**src/rtl/iq_demod_integrator.sv**
```systemverilog
// I/Q demodulating integrator: mixes each signed ADC sample with the LO
// cosine/sine pair and sums the products over a programmable window,
// emitting one I/Q pair per completed window with a one-cycle strobe.
module iq_demod_integrator #(
  parameter int INT_DATA_WIDTH      = 20,
  parameter int INT_ADC_WIDTH       = 14,
  parameter int INT_INTEG_CNT_WIDTH = 16,
  localparam int PW    = INT_ADC_WIDTH + INT_DATA_WIDTH + 1,
  localparam int ACC_W = PW + INT_INTEG_CNT_WIDTH
) (
  input  logic                             clk,
  input  logic                             rst_n,
  input  logic                             i_lo_valid,
  input  logic signed [INT_DATA_WIDTH:0]   i_lo_cos,
  input  logic signed [INT_DATA_WIDTH:0]   i_lo_sin,
  input  logic signed [INT_ADC_WIDTH-1:0]  i_adc,
  input  logic                             i_enable,
  input  logic [INT_INTEG_CNT_WIDTH-1:0]   i_integ_len,
  output logic                             o_valid,
  output logic signed [ACC_W-1:0]          o_i,
  output logic signed [ACC_W-1:0]          o_q,
  output logic                             o_busy
);

  localparam int CW = INT_INTEG_CNT_WIDTH;

  typedef enum logic {IDLE, RUN} state_t;

  state_t state, next_state;
  logic   active;

  logic                            s1_valid;
  logic signed [INT_ADC_WIDTH-1:0] s1_adc;
  logic signed [INT_DATA_WIDTH:0]  s1_cos, s1_sin;

  logic                            s2_valid;
  logic signed [PW-1:0]            s2_pi, s2_pq;

  logic signed [ACC_W-1:0]         acc_i, acc_q;
  logic signed [ACC_W-1:0]         sum_i, sum_q;
  logic [CW-1:0]                   cnt;
  logic [CW-1:0]                   len_q, len_use;
  logic                            last;

  // State register
  always_ff @(posedge clk or negedge rst_n) begin
    if (!rst_n) state <= IDLE;
    else        state <= next_state;
  end

  // Next state; the pipeline runs in any cycle where enable is high,
  // so a sample arriving in the same cycle enable rises is accepted
  always_comb begin
    next_state = state;
    active     = 1'b0;
    case (state)
      IDLE: begin
        if (i_enable) begin
          next_state = RUN;
          active     = 1'b1;
        end
      end
      RUN: begin
        if (!i_enable) next_state = IDLE;
        else           active     = 1'b1;
      end
      default: next_state = IDLE;
    endcase
  end

  // Window length: live from the input between windows, frozen inside one
  always_comb begin
    len_use = len_q;
    if (cnt == '0) len_use = (i_integ_len == '0) ? CW'(1) : i_integ_len;
  end

  assign last  = (cnt == len_use - CW'(1));
  assign sum_i = acc_i + ACC_W'(s2_pi);
  assign sum_q = acc_q + ACC_W'(s2_pq);

  // Window length holding register
  always_ff @(posedge clk or negedge rst_n) begin
    if (!rst_n) len_q <= CW'(1);
    else        len_q <= len_use;
  end

  // S1: capture accepted samples
  always_ff @(posedge clk or negedge rst_n) begin
    if (!rst_n) begin
      s1_valid <= 1'b0;
      s1_adc   <= '0;
      s1_cos   <= '0;
      s1_sin   <= '0;
    end else begin
      s1_valid <= active & i_lo_valid;
      if (active && i_lo_valid) begin
        s1_adc <= i_adc;
        s1_cos <= i_lo_cos;
        s1_sin <= i_lo_sin;
      end
    end
  end

  // S2: full-precision signed products
  always_ff @(posedge clk or negedge rst_n) begin
    if (!rst_n) begin
      s2_valid <= 1'b0;
      s2_pi    <= '0;
      s2_pq    <= '0;
    end else begin
      s2_valid <= active & s1_valid;
      if (s1_valid) begin
        s2_pi <= PW'(s1_adc) * PW'(s1_cos);
        s2_pq <= PW'(s1_adc) * PW'(s1_sin);
      end
    end
  end

  // S3: accumulate; on the last product publish the sum and restart the
  // window in the same edge. Abort takes priority over completion.
  always_ff @(posedge clk or negedge rst_n) begin
    if (!rst_n) begin
      acc_i   <= '0;
      acc_q   <= '0;
      cnt     <= '0;
      o_valid <= 1'b0;
      o_i     <= '0;
      o_q     <= '0;
    end else begin
      o_valid <= 1'b0;
      if (!active) begin
        acc_i <= '0;
        acc_q <= '0;
        cnt   <= '0;
      end else if (s2_valid) begin
        if (last) begin
          o_i     <= sum_i;
          o_q     <= sum_q;
          o_valid <= 1'b1;
          acc_i   <= '0;
          acc_q   <= '0;
          cnt     <= '0;
        end else begin
          acc_i <= sum_i;
          acc_q <= sum_q;
          cnt   <= cnt + CW'(1);
        end
      end
    end
  end

  assign o_busy = (cnt != '0);

endmodule
```
**config.mk**
```make
export PLATFORM = sky130hd
export DESIGN_NAME = iq_demod_integrator
export DESIGN_NICKNAME = d
export VERILOG_FILES = /design/src/rtl/iq_demod_integrator.sv
export SDC_FILE = /design/constraint.sdc
export NUM_CORES = 2
export LEC_CHECK = 0
export ABC_AREA = 1
export CORE_ASPECT_RATIO = 2
export CORE_MARGIN = 1
export CORE_UTILIZATION = 25
export CTS_CLUSTER_DIAMETER = 200
export DETAILED_ROUTE_END_ITERATION = 8
export DONT_BUFFER_PORTS = 1
export GPL_ROUTABILITY_DRIVEN = 0
export GPL_TIMING_DRIVEN = 0
export SLEW_MARGIN = 20
export SYNTH_ARGS = -nofsm -noshare
export SYNTH_HDL_FRONTEND = slang
export SYNTH_SLANG_ARGS = --single-unit
```
**constraint.sdc**
```tcl
create_clock -name clk -period 8.1 [get_ports clk]
set_clock_uncertainty 0.1 [all_clocks]
set_input_delay 0.81 -clock clk [delete_from_list [all_inputs] [get_ports clk]]
set_output_delay 0.81 -clock clk [all_outputs]
set_load 0.01 [all_outputs]
```
; Word level (Yosys, flattened, before mapping)
; Index checks and enable logic that the tools add are counted.
[classes]
n_bitwise = 2
reduce_logical = 5
n_mul = 2
add_sub_neg = 4
eq_ne = 2
muxes = 15
[ops]
columns = cell, count
row1 = 51-bit two-way mux, 6
row2 = 51-bit by 35-bit adder with 51-bit output, 2
row3 = 16-bit two-way mux, 5
row4 = 14-bit by 21-bit multiplier with 35-bit output, 2
row5 = 16-bit logical NOT, 2
row6 = 16-bit by 1-bit adder with 16-bit output (second input constant), 1
row7 = 16-bit == test, 1
row8 = 16-bit nonzero test, 1
row9 = 16-bit by 1-bit subtractor with 16-bit output (second input constant), 1
row10 = 1-bit two-way mux, 4
row11 = 3-bit AND reduction, 1
row12 = 1-bit bitwise AND, 2
row13 = 2-bit by 1-bit != test with 1-bit output (second input constant), 1
row14 = 1-bit logical AND, 1
[word_totals]
out_inout_bits = 104
register_bits = 365
elab_cells = 44

; Longest topological paths before layout
[depth]
word_depth = 8
depth_mapped = 30
mapped_depth_nobuf = 28

; Worst setup path after synthesis
; No wires, ideal clock.
[synth_timing]
path_kind = register -> register
startpoint = reg s1_adc[2]
endpoint = reg s2_pq[34]
setup_ns = 0.118
path_stages_with_launch = 27
t_arrival_ns = 5.813
slack_ns = 2.069
synth_period_minus_slack_ns = 6.031
path_buffers = 2
t_required_ns = 7.882
cell_sequence = dfrtp_1 clkbuf_1 clkbuf_1 nand2_1 fa_1 inv_1 fa_1 inv_1 fa_1 inv_1 fa_1 fa_1 inv_1 fa_1 inv_1 ha_1 nand2_1 nor2_1 inv_1 nor2_1 nand3_1 nand3_1 a21oi_1 o21ai_0 nand3_1 nand3b_1 nand2_1
[synth_via]
elab_chain_len = 1
[synth_lines]
columns = item, line_no
row1 = "start, declared", 33  ; logic signed [INT_ADC_WIDTH-1:0] s1_adc;
row2 = "start signal, assigned", 97  ; s1_adc <= i_adc;
row3 = 14-bit by 21-bit multiplier with 35-bit output, 114  ; s2_pq <= PW'(s1_adc) * PW'(s1_sin);
row4 = "end signal, assigned", 114
row5 = "end, declared", 37  ; logic signed [PW-1:0] s2_pi, s2_pq;
; No other way between the ends.
; A chain may end at the register's enable or synchronous reset.

; Worst setup path in the final report
; Ends and elaborated chain as after synthesis.

==> metrics.md <==
| Metric | Value |
|---|---|
| Cell area after synthesis | 0.0429 sq mm |
| Vias in the first global route | 39.2k |
| CTS root buf | clkbuf_16 |
| Status | complete, no violations |
| Vias per cell | 4.56 |
| Initial antenna violation count | 11 |
| First-pass GRT wire length | 226000 um |
| DRT antenna net count | 0 |
| CP Class | register to register |
| Skew-Pair Late Insertion Delay | 0.61 ns |
| Post-CTS Setup Repair Bufs | 0 |
| Period utilization | 94.7% |
| Worst-margin pin slew | 1.37 ns |
| Maxcap violations | 0 |
| Pre-antenna DRT Iters | 5 |
| Unique masters post-synth | 49 |
| F_max | 130 MHz |
| Syn nets | 6508 |
| Post-synth EDFFs | 0 |
| Predominant post-synthesis flop cell | dfrtp_1 |
| Fin. Hold Viols | 0 |
| Fin crit period | 7.67 ns |
| Clock buffer depth | 3 |
| Largest family of logic cells by synthesized area | adder cells |
| Drt wl/cell | 18.7 um |
| Critical Path AT | 8.05 ns |
| CTS tree | done |
| Top-Level Pins | 180 |
| Final setup vio count | 0 |
| Crit path cell chain | clkbuf_1, clkdlybuf4s15_1, nand2_1, fa_1, inv_1, fa_1, inv_1, fa_1, inv_1, fa_1, fa_1, inv_1, fa_1, inv_1, ha_1, a21oi_1, o21ai_0, a21oi_1, nand3_1, a21oi_1, o21ai_0, a21oi_1, nand3b_1, nand2_1 |
| Starting Density | 25.2% |
| # rows | 214 |
| Synth warn | 0 |
| Total core area | 0.170 sq mm |
| Mean Syn Cell Area | 7.66 sq um |
| Max incr delay on CP | 0.78 ns |
| DIE WIDTH | 295 um |
| Detailed Place HPWL | 123000 um |
| GR Util All Layers | 17.2% |
| RSZ-0062 raised after global routing | no |
| Required time of the worst setup path | 8.48 ns |
| CP endpoint kind | register |
| Mapped Cells | 5607 |
| Clock-pin slew on the worst setup and hold paths | 0.06 ns |
| Number of synthesized register bits | 365 |
| Synth Area in Compound Gates | 6.44% |
| Max Transition Viols Final | 0 |
| Maximum number of pins on one net before global-route repair | 366 |
| Nets | 6553 |
| Register area share after synthesis | 21.3% |
| DR iter-0 viols | 2369 |
| Residual DRC | 0 |
| H-tree Lvls | 2 |
| Fraction of registers with async set/reset | 100% |
| Vias | 36.2k |
| Chip height | 588 um |
| CP Launch Type | register |
| Dominant delay contributor by cell family on the critical path | adder cells |
| CP max FO | 10 |
| Inserted Clock Buffers | 40 |
| Synth Area in Adders | 33.8% |
| Post-Synth Simple-Gate Area | 23.2% |
| XOR/XNOR Fraction of Synth Area | 3.39% |
| Worst slew margin relative to its limit | 8.71% |
| Setup tns final | 0 ns |
| Worst hold path class | input port to async pin |
| Gr ovfl total | 0 |
| Clock sinks | 365 |
| Routed WL | 149000 um |
| Share of cells above drive strength 1 | 3.36% |
| Die ar. | 0.173 sq mm |
| Area Growth Syn to Fin | 10.1% |
| Mux contribution to synthesized area | 0% |
| Critical Path Slowest Stage Cell | fa_1 |
| PortBufs | 0 |
| Critical Path Most Common Cell | fa_1 |
| CP Buf/Inv Count | 7 |
-- cell type report --
cell class / instances / area (sq um)
Inverter: 1099 / 4130
Buffer: 202 / 963
Fill cell: 18600 / 123000
Clock buffer: 48 / 1080
Clock inverter: 24 / 315
Sequential cell: 365 / 9140
Tap cell: 2268 / 2840
Multi-Input combinational cell: 3941 / 28700
Antenna cell: 3 / 7.51
Timing Repair Buffer: 3 / 65.1
-- Yosys cell counts, drive strengths merged (10+ instances only) --
cell type  instances  area share [%]
clkbuf           160             1.4
fa               560              26
a21o              30            0.52
a21boi            10            0.17
nor4              10            0.15
xnor2             58             1.2
dfrtp            364              21
nand3            270             3.2
a21oi            213             2.5
nor2             286             2.7
xor2             108             2.2
o21ai            166             2.0
inv             1099             9.6
nand4             17            0.26
a31oi             41            0.60
ha               265             7.7
nor3              29            0.35
buf               42            0.82
or2               34            0.50
nand2           1793              16
-- path summary, 6_finish.rpt --
kind	start	slack [ns]	endpoint	cells after the start
worst max-delay path	s1_adc[2]$_DFFE_PN0P_	0.43	s2_pq[34]$_DFFE_PN0P_	24
worst min-delay path	rst_n	0.05	o_q[24]$_DFFE_PN0P_	1
worst max register to register	s1_adc[2]$_DFFE_PN0P_	0.43	s2_pq[34]$_DFFE_PN0P_	24
worst min register to register	acc_i[18]$_DFFE_PN0P_	0.39	acc_i[18]$_DFFE_PN0P_	2
max in group asynchronous	rst_n	6.79	o_i[33]$_DFFE_PN0P_	1
min in group clk	i_enable	0.19	s2_valid$_DFF_PN0_	2
-- metal layers --
layer	part of all wire, %	wire length (um)	GRT usage [%]
met1	33	49100	16.3
met2	52	76800	31.6
met3	6.3	9440	3.80
met4	9.0	13400	13.4
met5	0.089	132	0
-- cells in the final DEF (no fill, tap or decap), types with 6 or more instances in the layout --
| cell | n |
|---|---|
| a21boi_0 | 10 |
| a21o_1 | 30 |
| a21oi_1 | 213 |
| a31oi_1 | 41 |
| and3_1 | 6 |
| buf_1 | 13 |
| buf_2 | 8 |
| buf_6 | 9 |
| buf_8 | 10 |
| clkbuf_1 | 162 |
| clkbuf_16 | 41 |
| clkinvlp_4 | 6 |
| dfrtp_1 | 364 |
| fa_1 | 560 |
| ha_1 | 265 |
| inv_1 | 1093 |
| nand2_1 | 1773 |
| nand2_2 | 17 |
| nand3_1 | 268 |
| nand4_1 | 16 |
| nor2_1 | 266 |
| nor2_2 | 12 |
| nor2_4 | 7 |
| nor3_1 | 28 |
| nor4_1 | 10 |
| o21a_1 | 9 |
| o21ai_0 | 165 |
| o21bai_1 | 9 |
| or2_2 | 34 |
| xnor2_1 | 58 |
| xor2_1 | 108 |
-- through the flow --
| stage | worst slack [ns] | util [%] | std cells | hold slack (ns) | instance area, sq um |
|---|---|---|---|---|---|
| final | 0.430 | 27.8 | 7953 | 0.0490 | 47300 |
| after floorplan | 2.07 | - | 5607 | 0.348 | 42900 |
| after detailed placement | 0.528 | 26.9 | 7875 | 0.371 | 45800 |
| after global placement | 0.615 | 26.9 | 7875 | 0.366 | 45800 |
| after CTS | 0.513 | 27.7 | 7947 | -0.234 | 47200 |
| after global routing | 0.0327 | 27.7 | 7952 | 0.121 | 47300 |
-- timing repair --
item / in CTS / in global routing
hold endpoints to repair: 364 / 189
resized for setup: 0 / 2
endpoints found under the setup margin: 0 / 1
-- state kept, by name (all words and copies together) (netlist names), 16 cells and up --
signal  cells
s2_pq      35
acc_i      51
o_q        51
s1_cos     21
o_i        51
len_q      16
s2_pi      35
acc_q      51
s1_sin     21
cnt        16
-- worst register-to-register path, stage by stage, from the launching register on --
cell and delay (ns):
dfrtp_1 0.32, clkbuf_1 0.30, clkdlybuf4s15_1 0.75, nand2_1 0.30, fa_1 0.61, inv_1 0.07, fa_1 0.78, inv_1 0.11
fa_1 0.49, inv_1 0.05, fa_1 0.50, fa_1 0.49, inv_1 0.05, fa_1 0.49, inv_1 0.04, ha_1 0.35
a21oi_1 0.33, o21ai_0 0.17, a21oi_1 0.19, nand3_1 0.26, a21oi_1 0.35, o21ai_0 0.16, a21oi_1 0.12, nand3b_1 0.12
nand2_1 0.06
-- cell families after synthesis --
kind of cell,count (synthesis)
buf+inv,1301
xor+xnor,166
compound gates,497
flops,365
simple gates,2453
fa+ha+maj,825
Power is left out: the tool's default activity adds up to more than one toggle a clock period on the data nets, which glitch-free logic cannot reach.
